===== src/rtl/mem_arb_pkg.sv =====
// Shared definitions for the unified instruction/data memory arbiter:
// FSM state encoding, owner encoding and the reset value of the fetch word.
package mem_arb_pkg;

    // Arbiter FSM states; the encoding is fixed so it can be probed in debug.
    typedef enum logic [1:0] {
        IDLE   = 2'd0,
        BUSY_I = 2'd1,
        BUSY_D = 2'd2,
        RESP   = 2'd3
    } arb_state_e;

    // Which requester owns the transaction being granted.
    typedef enum logic {
        OWNER_I = 1'b0,
        OWNER_D = 1'b1
    } owner_e;

    // Byte-strobe width of every memory port.
    localparam int STRB_W = 4;

    // Fetch word presented before the first fetch completes (addi x0,x0,0).
    localparam logic [31:0] NOP_INSTR = 32'h0000_0013;

endpackage


===== src/rtl/unified_mem_arbiter_if.sv =====
// Request/ready memory port. The same bundle describes the CPU fetch port,
// the CPU data port and the downstream memory port; the side that issues
// requests uses the master modport.
interface unified_mem_arbiter_if #(
    parameter int ADDR_WIDTH = 32,
    parameter int DATA_WIDTH = 32
);
    import mem_arb_pkg::*;

    logic                  req;
    logic [ADDR_WIDTH-1:0] addr;
    logic [DATA_WIDTH-1:0] wdata;
    logic [STRB_W-1:0]     wstrb;
    logic                  we;
    logic [DATA_WIDTH-1:0] rdata;
    logic                  ready;

    modport master (
        output req, addr, wdata, wstrb, we,
        input  rdata, ready
    );

    modport slave (
        input  req, addr, wdata, wstrb, we,
        output rdata, ready
    );

endinterface


===== src/rtl/mem_arb_starve_ctr.sv =====
// Grant decision plus saturating starvation counter. Data wins a contested
// grant until STARVE_LIMIT data grants have been made while a fetch waited;
// the next contested grant then goes to fetch and the count restarts.
module mem_arb_starve_ctr #(
    parameter int STARVE_LIMIT = 4
) (
    input  logic clk,
    input  logic rst_n,
    input  logic imem_req,
    input  logic dmem_req,
    input  logic grant_en,
    output logic grant_i,
    output logic grant_d
);

    localparam logic [3:0] LIMIT = 4'(STARVE_LIMIT);

    logic [3:0] starve_cnt;
    logic       fetch_starved;

    // Decide who gets the memory when the arbiter is free to grant.
    always_comb begin
        // NOTE: every output of a combinational block gets a value on every path; assigning defaults first is what keeps latches from being inferred.
        fetch_starved = 1'b0;
        grant_d       = 1'b0;
        grant_i       = 1'b0;
        fetch_starved = imem_req && (starve_cnt >= LIMIT);
        grant_d       = grant_en && dmem_req && !fetch_starved;
        grant_i       = grant_en && imem_req && !grant_d;
    end

    // Count data grants that overtook a waiting fetch; any fetch grant clears.
    always_ff @(posedge clk or negedge rst_n) begin
        // NOTE: state registers use non-blocking assignments so every flop samples pre-edge values, independent of statement order.
        if (!rst_n) begin
            starve_cnt <= '0;
        end else if (grant_i) begin
            starve_cnt <= '0;
        end else if (grant_d && imem_req && (starve_cnt < LIMIT)) begin
            starve_cnt <= starve_cnt + 4'd1;
        end
    end

endmodule


===== src/rtl/unified_mem_arbiter.sv =====
// Sequences one single-ported memory between the CPU fetch and data ports,
// one transaction at a time. All outputs are registered.
module unified_mem_arbiter
    import mem_arb_pkg::*;
#(
    parameter int DATA_WIDTH   = 32,
    parameter int ADDR_WIDTH   = 32,
    parameter int STARVE_LIMIT = 4
) (
    input  logic                         clk,
    input  logic                         rst_n,
    unified_mem_arbiter_if.slave         imem,
    unified_mem_arbiter_if.slave         dmem,
    unified_mem_arbiter_if.master        mem,
    output logic [31:0]                  conflict_count
);

    arb_state_e            state_q;
    arb_state_e            state_d;
    logic                  grant_en;
    logic                  grant_i;
    logic                  grant_d;
    owner_e                grant_owner;
    logic [ADDR_WIDTH-1:0] grant_addr;
    logic [DATA_WIDTH-1:0] grant_wdata;
    logic [STRB_W-1:0]     grant_wstrb;
    logic                  grant_we;

    // The fetch port never writes; its write fields are deliberately dropped.
    logic unused_imem_fields;
    assign unused_imem_fields = ^{imem.wdata, imem.wstrb, imem.we};

    // Grants are only made from IDLE; requests in any other state wait.
    assign grant_en = (state_q == IDLE);

    mem_arb_starve_ctr #(
        .STARVE_LIMIT (STARVE_LIMIT)
    ) u_starve (
        .clk      (clk),
        .rst_n    (rst_n),
        .imem_req (imem.req),
        .dmem_req (dmem.req),
        .grant_en (grant_en),
        .grant_i  (grant_i),
        .grant_d  (grant_d)
    );

    // Select the fields latched downstream; a fetch always reads whole words.
    always_comb begin
        grant_owner = grant_d ? OWNER_D : OWNER_I;
        grant_addr  = (grant_owner == OWNER_D) ? dmem.addr  : imem.addr;
        grant_wdata = (grant_owner == OWNER_D) ? dmem.wdata : '0;
        grant_wstrb = (grant_owner == OWNER_D) ? dmem.wstrb : '0;
        grant_we    = (grant_owner == OWNER_D) && dmem.we;
    end

    // FSM state register.
    always_ff @(posedge clk or negedge rst_n) begin
        if (!rst_n) begin
            state_q <= IDLE;
        end else begin
            state_q <= state_d;
        end
    end

    // FSM next state: grant, wait for memory, respond for one cycle.
    always_comb begin
        state_d = state_q;
        case (state_q)
            IDLE: begin
                if (grant_d) begin
                    state_d = BUSY_D;
                end else if (grant_i) begin
                    state_d = BUSY_I;
                end
            end
            BUSY_I, BUSY_D: begin
                if (mem.ready) begin
                    state_d = RESP;
                end
            end
            RESP:    state_d = IDLE;
            default: state_d = IDLE;
        endcase
    end

    // Downstream request, captured read data and one-cycle ready pulses.
    always_ff @(posedge clk or negedge rst_n) begin
        if (!rst_n) begin
            mem.req    <= 1'b0;
            mem.we     <= 1'b0;
            mem.addr   <= '0;
            mem.wdata  <= '0;
            mem.wstrb  <= '0;
            imem.rdata <= DATA_WIDTH'(NOP_INSTR);
            dmem.rdata <= '0;
            imem.ready <= 1'b0;
            dmem.ready <= 1'b0;
        end else begin
            imem.ready <= 1'b0;
            dmem.ready <= 1'b0;
            case (state_q)
                IDLE: begin
                    if (grant_i || grant_d) begin
                        mem.req   <= 1'b1;
                        mem.addr  <= grant_addr;
                        mem.wdata <= grant_wdata;
                        mem.wstrb <= grant_wstrb;
                        mem.we    <= grant_we;
                    end
                end
                BUSY_I: begin
                    if (mem.ready) begin
                        mem.req    <= 1'b0;
                        imem.rdata <= mem.rdata;
                        imem.ready <= 1'b1;
                    end
                end
                BUSY_D: begin
                    if (mem.ready) begin
                        mem.req    <= 1'b0;
                        dmem.ready <= 1'b1;
                        if (!mem.we) begin
                            dmem.rdata <= mem.rdata;
                        end
                    end
                end
                default: ;
            endcase
        end
    end

    // Count grants made while both requesters were waiting; wraps naturally.
    always_ff @(posedge clk or negedge rst_n) begin
        if (!rst_n) begin
            conflict_count <= '0;
        end else if ((grant_i || grant_d) && imem.req && dmem.req) begin
            conflict_count <= conflict_count + 32'd1;
        end
    end

endmodule


===== src/flat_wrapper.sv =====
// flat-port wrapper written by rule: the top's interface ports become plain ports
module unified_mem_arbiter_flat import mem_arb_pkg::*;
#(
    parameter int DATA_WIDTH   = 32,
    parameter int ADDR_WIDTH   = 32,
    parameter int STARVE_LIMIT = 4
)
  (clk, rst_n, conflict_count, imem_req, imem_addr, imem_wdata, imem_wstrb, imem_we, imem_rdata, imem_ready, dmem_req, dmem_addr, dmem_wdata, dmem_wstrb, dmem_we, dmem_rdata, dmem_ready, mem_req, mem_addr, mem_wdata, mem_wstrb, mem_we, mem_rdata, mem_ready);
  unified_mem_arbiter_if #(.ADDR_WIDTH(ADDR_WIDTH), .DATA_WIDTH(DATA_WIDTH)) imem_i ();
  unified_mem_arbiter_if #(.ADDR_WIDTH(ADDR_WIDTH), .DATA_WIDTH(DATA_WIDTH)) dmem_i ();
  unified_mem_arbiter_if #(.ADDR_WIDTH(ADDR_WIDTH), .DATA_WIDTH(DATA_WIDTH)) mem_i ();
  input  logic clk;
  input  logic rst_n;
  output logic [31:0] conflict_count;
  input wire logic [$bits(imem_i.req)-1:0] imem_req;
  input wire logic [$bits(imem_i.addr)-1:0] imem_addr;
  input wire logic [$bits(imem_i.wdata)-1:0] imem_wdata;
  input wire logic [$bits(imem_i.wstrb)-1:0] imem_wstrb;
  input wire logic [$bits(imem_i.we)-1:0] imem_we;
  output wire logic [$bits(imem_i.rdata)-1:0] imem_rdata;
  output wire logic [$bits(imem_i.ready)-1:0] imem_ready;
  input wire logic [$bits(dmem_i.req)-1:0] dmem_req;
  input wire logic [$bits(dmem_i.addr)-1:0] dmem_addr;
  input wire logic [$bits(dmem_i.wdata)-1:0] dmem_wdata;
  input wire logic [$bits(dmem_i.wstrb)-1:0] dmem_wstrb;
  input wire logic [$bits(dmem_i.we)-1:0] dmem_we;
  output wire logic [$bits(dmem_i.rdata)-1:0] dmem_rdata;
  output wire logic [$bits(dmem_i.ready)-1:0] dmem_ready;
  output wire logic [$bits(mem_i.req)-1:0] mem_req;
  output wire logic [$bits(mem_i.addr)-1:0] mem_addr;
  output wire logic [$bits(mem_i.wdata)-1:0] mem_wdata;
  output wire logic [$bits(mem_i.wstrb)-1:0] mem_wstrb;
  output wire logic [$bits(mem_i.we)-1:0] mem_we;
  input wire logic [$bits(mem_i.rdata)-1:0] mem_rdata;
  input wire logic [$bits(mem_i.ready)-1:0] mem_ready;
  assign imem_i.req = imem_req;
  assign imem_i.addr = imem_addr;
  assign imem_i.wdata = imem_wdata;
  assign imem_i.wstrb = imem_wstrb;
  assign imem_i.we = imem_we;
  assign imem_rdata = imem_i.rdata;
  assign imem_ready = imem_i.ready;
  assign dmem_i.req = dmem_req;
  assign dmem_i.addr = dmem_addr;
  assign dmem_i.wdata = dmem_wdata;
  assign dmem_i.wstrb = dmem_wstrb;
  assign dmem_i.we = dmem_we;
  assign dmem_rdata = dmem_i.rdata;
  assign dmem_ready = dmem_i.ready;
  assign mem_req = mem_i.req;
  assign mem_addr = mem_i.addr;
  assign mem_wdata = mem_i.wdata;
  assign mem_wstrb = mem_i.wstrb;
  assign mem_we = mem_i.we;
  assign mem_i.rdata = mem_rdata;
  assign mem_i.ready = mem_ready;
  unified_mem_arbiter #(.DATA_WIDTH(DATA_WIDTH), .ADDR_WIDTH(ADDR_WIDTH), .STARVE_LIMIT(STARVE_LIMIT)) u_core (.clk(clk), .rst_n(rst_n), .imem(imem_i), .dmem(dmem_i), .mem(mem_i), .conflict_count(conflict_count));
endmodule

===== config.mk =====
export PLATFORM = sky130hd
export DESIGN_NAME = unified_mem_arbiter_flat
export DESIGN_NICKNAME = d
export VERILOG_FILES = /design/src/rtl/mem_arb_pkg.sv /design/src/rtl/unified_mem_arbiter_if.sv /design/src/rtl/mem_arb_starve_ctr.sv /design/src/rtl/unified_mem_arbiter.sv /design/src/flat_wrapper.sv
export SDC_FILE = /design/constraint.sdc
export NUM_CORES = 1
export LEC_CHECK = 0
export CORE_AREA = 3 3 157 159
export CTS_CLUSTER_SIZE = 30
export DETAILED_ROUTE_END_ITERATION = 8
export DIE_AREA = 0 0 160 162
export GPL_TIMING_DRIVEN = 0
export SETUP_SLACK_MARGIN = 0.4
export SLEW_MARGIN = 30
export SYNTH_ARGS = -nofsm -noshare
export SYNTH_HDL_FRONTEND = slang
export SYNTH_SLANG_ARGS = --single-unit

===== constraint.sdc =====
create_clock -name clk -period 1.7 [get_ports clk]
set_input_delay 0.17 -clock clk [delete_from_list [all_inputs] [get_ports clk]]
set_output_delay 0.17 -clock clk [all_outputs]
set_load 0.02 [all_outputs]

### Word level (Yosys, flattened, before mapping)

Cells that the tools add are included.
Widths: inputs -> output; s select.

| storage, ports and cells | value |
|---|---|
| bits in latches | 0 |
| memory bits (read-only) | 0 |
| memories kept | 0 |
| register bits after elaboration | 174 |
| input bits | 175 |
| memory bits (writable) | 0 |
| word-level logic and storage cells | 61 |
| output and inout port bits | 168 |

| operators by class | value |
|---|---|
| reduce and logical (&&, ||, !) cells | 22 |
| $mul | 0 |
| mux-type cells | 16 |
| shifts and indexed selects | 0 |
| equal/unequal tests | 6 |
| add/subtract/negate cells | 2 |
| bitwise logic cells | 1 |
| order comparisons | 2 |
| div/mod/pow operators | 0 |

Operators with widths:

| kind | number |
|---|---|
| $mux 32 | 2 |
| $add 32x1->32 const B | 1 |
| $mux 4 | 3 |
| $logic_and 1x1->1 | 10 |
| $mux 1 | 6 |
| $mux 2 | 3 |
| $pmux 2 s3 | 1 |
| $reduce_and 2->1 | 3 |
| $reduce_and 3->1 | 2 |
| $add 4x1->4 const B | 1 |
| $eq 2x2->1 const B | 2 |
| $ge 4x3->1 const B | 1 |
| $lt 4x3->1 const B | 1 |
| $ne 2x1->1 const B | 2 |
| $reduce_bool 2->1 | 2 |
| $ne 3x1->1 const B | 1 |
| $eq 2x1->1 const B | 1 |
| $logic_not 1->1 | 2 |
| $logic_not 2->1 | 1 |
| $pmux 1 s2 | 1 |
| $reduce_or 2->1 | 1 |
| $logic_or 1x1->1 | 1 |
| $not 1->1 | 1 |

### Longest topological paths before layout

| logic depth | value |
|---|---|
| word-level depth | 9 |
| mapped depth | 9 |
| depth with buffers taken out | 6 |

### Cells and area by module

From an unflattened synthesis, not the netlist that was laid out.

| unflattened totals | value |
|---|---|
| cells, all modules | 540 |
| area, all modules | 7069.3 sq um |

Modules (own cells, without submodules):

| module | cells each | times used | seq. area each (sq um) | area an instance (sq um) |
|---|---|---|---|---|
| unified_mem_arbiter | 522 | 1 | 4257.8 | 6867.8 |
| mem_arb_starve_ctr | 18 | 1 | 100.1 | 201.4 |

### Worst setup path before layout

No wires, ideal clock.

| path | value |
|---|---|
| path kind | reg-to-reg |
| start | register u_core.state_q[0] |
| end | register u_core.conflict_count[1] |
| stages on the path, launching flop included | 9 |
| period minus slack after synthesis | 1787 ps |
| data arrival time | 1662 ps |
| slack | -87 ps |
| buffers on the path | 3 |
| setup time | 125 ps |
| cell sequence | dfrtp_1 -> inv_1 -> ha_1 -> buf_4 -> and2_1 -> buf_2 -> buf_2 -> nand2_1 -> mux2_2 |

| between the ends | value |
|---|---|
| longest elaborated chain between the ends | 8 |
| elaborated cells on any way between the ends | 9 |
| those cells by class | reduce/logical (9) |

RTL lines:

| what | RTL line | RTL |
|---|---|---|
| start, declared | unified_mem_arbiter.sv:18 | `arb_state_e state_q;` |
| start signal, assigned | unified_mem_arbiter.sv:62 | `state_q <= state_d;` |
| $logic_not 2->1 * | unified_mem_arbiter.sv:34 | `assign grant_en = (state_q == IDLE);` |
| $logic_and 1x1->1 (2 in series) | mem_arb_starve_ctr.sv:28 | `grant_d = grant_en && dmem_req && !fetch_starved;` |
| $logic_not 1->1 | mem_arb_starve_ctr.sv:29 | `grant_i = grant_en && imem_req && !grant_d;` |
| $logic_and 1x1->1 | mem_arb_starve_ctr.sv:29 |  |
| $logic_or 1x1->1 * | unified_mem_arbiter.sv:137 | `end else if ((grant_i \|\| grant_d) && imem.req && dmem.req) begin` |
| $logic_and 1x1->1 * (2 in series) | unified_mem_arbiter.sv:137 |  |
| end signal, assigned | unified_mem_arbiter.sv:138 | `conflict_count <= conflict_count + 32'd1;` |
| end, declared | unified_mem_arbiter.sv:15 | `output logic [31:0] conflict_count` |

Every way passes the cells marked *; elsewhere a longest branch is shown, timed or not.
A chain may end at the register's enable or synchronous reset.

### Worst setup path after layout

| path | value |
|---|---|
| start | register u_core.state_q[1] |
| end | register u_core.conflict_count[1] |

The elaborated chain is that of the path after synthesis.

==> flow_metrics.py <==
metrics = {
    "timing": {
        "fmax_mhz": 574.6,
        "slew_headroom_pct": 66.73,
        "slew_viol_final": 0,
        "period_needed_ps": 1740,
        "whs_ps": 51.45,
        "final_hold_viol_count": 0,
        "setup_viol": 32,
        "period_share_pct": 102.4,
        "setup_ws_ps": -40.47,
        "skew_ps": 25.59,
        "rsz0062_at_grt": "yes",
        "worst_pin_slew_ps": 497.7,
    },
    "cts": {
        "clkSinkCount": 174,
        "clock_latency_ps": 430,
        "cts_tree": "built",
        "htreeDepth": 4,
        "cts_max_path_buffers": 2,
        "numCtsBuffers": 17,
        "clk_pin_slew_ps": 70,
        "clk_root_buffer_cell": "clkbuf_16",
    },
    "synthesis": {
        "mappedNetlistArea_sq_um": 7007,
        "ys_ff_latch": 174,
        "yosys.area.top_type": "dfrtp_1",
        "yosysUniqueCellTypes": 38,
        "ys.flop_type": "dfrtp_1",
        "synth-edff-count": 0,
        "syn_avg_cell_area_sq_um": 13.87,
        "seq_area_frac_synth_pct": 62.20,
        "synth_cells": 505,
        "synth_warnings": 0,
        "syn_nets": 687,
        "yosysTopAreaCellShare_pct": 61.07,
        "synthArstFlopShare_pct": 100.0,
        "synth_area_leaders": "dfrtp_1, mux2_2, a22o_1",
    },
    "worst_setup_path": {
        "startpoint_type": "flop",
        "timing.rr.end": "u_core.conflict_count[1]",
        "reg2regPathDepth": 8,
        "crit_family": "buffers and inverters",
        "max_stage_delay_ps": 400,
        "r2r-start": "u_core.state_q[1]",
        "r2r_slack_ps": -40,
        "crit_type": "flop to flop",
        "path_cells": "inv_2 -> ha_4 -> buf_8 -> and2_4 -> buf_8 -> buf_8 -> nand2_4 -> mux2_4",
        "cpMostUsedCell": "buf_8",
        "worstPathRequired_ps": 2010,
        "crit_path_end_kind": "flop",
        "crit_arrival_ps": 2050,
        "path_buf_inv": 4,
        "critPathMaxFanout": 8,
        "slowest_stage": "dfrtp_1",
    },
    "cells_and_area": {
        "final_common_cell": "dfrtp_1",
        "n_antenna_cell": 0,
        "design_area_sq_um": 12940,
        "areaGrowthSynthToFinish_pct": 84.73,
        "fillers": 2006,
        "multi_input_area_sq_um": 3152,
        "ff_latch_area_sq_um": 4369,
        "layout.nets": 1075,
        "mostFrequentLayoutCells": "dfrtp_1, clkdlybuf4s50_1, dlymetal6s2s_1",
        "drive_above_1_share_pct": 41.06,
    },
    "floorplan": {
        "core_area_sq_um": 23400,
        "start_util_pct": 29.94,
        "die_area_sq_um": 25920,
        "dieWidth_um": 160,
        "rows": 56,
        "die_h_um": 162,
        "ios": 343,
    },
    "grt": {
        "grt_max_degree": 83,
        "grt_pass1_vias": 5894,
        "grt_usage_pct": 17.14,
        "grt_pass1_wl_um": 34980,
        "antenna_found_initial": 1,
        "overflow": 0,
    },
    "detailed_routing": {
        "post_drt_via_cell_ratio": 4.660,
        "antenna_left": 0,
        "route.detailed.drc": 0,
        "wl_per_cell_um": 19.42,
        "drtPass1Iterations": 4,
        "drt_wl_total_um": 23790,
        "vias": 5708,
        "first_iter_violations": 227,
    },
    "run": {
        "cap_violations": 0,
    },
    "power_and_ir_drop": {
        "finalPower_mw": 21.56,
        "cellPowerDensity_nw_per_um2": 1666,
        "ir_worst_vdd_mv": 0.7019,
        "leakage_nw": 6.801,
    },
    "place": {
        "gp_congestion": 0.7518,
        "place_ws_ps": -387.4,
        "dp_hpwl_um": 15900,
        "place_area_sq_um": 10940,
        "io_buffers": 303,
    },
    "min_path": {
        "min_path_cells": 3,
        "min_to": "u_core.u_starve.starve_cnt[0]",
        "hp-start": "imem_req",
        "hold_class": "input port to flop",
    },
    "run_status": {
        "status": "complete, but fails checks",
        "violations": "negative setup slack",
    },
}
-- flip-flops by register name (all words and copies together) (netlist names), 2 cells and up --
| signal | count |
|---|---|
| u_core.conflict_count | 32 |
| u_core.dmem.rdata | 32 |
| u_core.imem.rdata | 32 |
| u_core.mem.addr | 32 |
| u_core.mem.wdata | 32 |
| u_core.mem.wstrb | 4 |
| u_core.u_starve.starve_cnt | 4 |
| u_core.state_q | 2 |
-- final cells by class --
type / instances / share of cell area [%]
multi-input combinational: 292 / 24.35
sequential: 174 / 33.76
clock inverter: 14 / 1.073
tap: 319 / 3.084
clock buffer: 18 / 3.393
buffer: 33 / 3.693
timing repair buffer: 368 / 30.45
inverter: 7 / 0.2030
-- worst reg2reg max path, delay by kind of cell, from the launching register on --
| kind | cells | cell delay [ps] |
|---|---|---|
| fa+ha+maj | 1 | 130 |
| simple gates | 2 | 280 |
| mux | 1 | 310 |
| buf+inv | 4 | 510 |
| flops | 1 | 400 |
-- timing repair --
item                                   4_1_cts  5_1_grt
pin swaps                                   24       18
cloned                                       9        7
setup buffers                               32       14
endpoints found under the hold margin       84        0
setup endpoints to repair                  339      281
hold buffers                                 2        0
resized for setup                          370      188
-- synthesized netlist by cell type, types with 2 or more instances --
cell type	number
and4_1	6
dfrtp_1	171
mux2i_1	2
buf_4	3
nand2b_1	2
nor3_1	6
clkbuf_1	14
nand4_4	2
nor2_1	9
inv_1	7
nor4_1	6
and4_2	2
nand3_1	11
xor2_1	19
a22o_1	37
nand4_1	5
and3_1	33
nand2_1	16
ha_1	7
and2_1	2
o21ai_0	2
a21oi_1	5
mux2_2	65
dfstp_2	3
xnor2_1	12
buf_2	11
a221o_1	32
buf_1	5
-- per-layer routing --
| metal | global-route usage [%] | part of all wire, % | vias to the layer above |
|---|---|---|---|
| met5 | 0 | 0.055 | - |
| met4 | 4.773 | 1.7 | 2 |
| met3 | 5.356 | 5.9 | 25 |
| met2 | 27.57 | 48 | 195 |
| met1 | 22.49 | 44 | 2828 |
| li1 | - | - | 2658 |
-- how the worst max path moves through the flow --
stage	cells past startpoint	to	slack, ps	from
2_1_floorplan	8	u_core.conflict_count[18]	70	u_core.state_q[1]
3_3_place_gp	1	u_core.conflict_count[14]	-7890	rst_n
3_5_place_dp	7	u_core.mem.wdata[24]	-390	u_core.state_q[0]
4_1_cts	8	u_core.conflict_count[25]	-20	u_core.state_q[1]
5_1_grt	8	u_core.conflict_count[28]	-130	u_core.state_q[1]
6_report	8	u_core.conflict_count[1]	-40	u_core.state_q[1]
-- power by group --
group	total, mW	switching (mW)	internal, mW
Clock	3.89	1.89	2.00
Sequential	6.71	0.900	5.81
Combinational	11.0	4.89	6.06
Total	21.6	7.68	13.9
-- metrics by stage --
| step | utilization [%] | instances | setup TNS, ps |
|---|---|---|---|
| 2_1_floorplan | - | 505 | 0 |
| 3_3_place_gp | 46.48 | 1127 | -1263400 |
| 4_1_cts | 52.60 | 1204 | -99.34 |
| 6_report | 55.31 | 1225 | -541.6 |
| 3_5_place_dp | 46.74 | 1129 | -16480 |
| 5_1_grt | 55.31 | 1225 | -4224 |
-- logic make-up (layout without fill, tap and decap cells) --
| kind of cell | after synthesis | count (layout) | share of synthesized area, % |
|---|---|---|---|
| simple gates | 106 | 107 | 9.268 |
| mux | 68 | 68 | 10.89 |
| fa+ha+maj | 7 | 7 | 1.250 |
| compound gates | 79 | 79 | 10.02 |
| flops | 174 | 174 | 62.20 |
| buf+inv | 40 | 440 | 2.500 |
| xor+xnor | 31 | 31 | 3.875 |
Power figures use the tool's default switching activity.
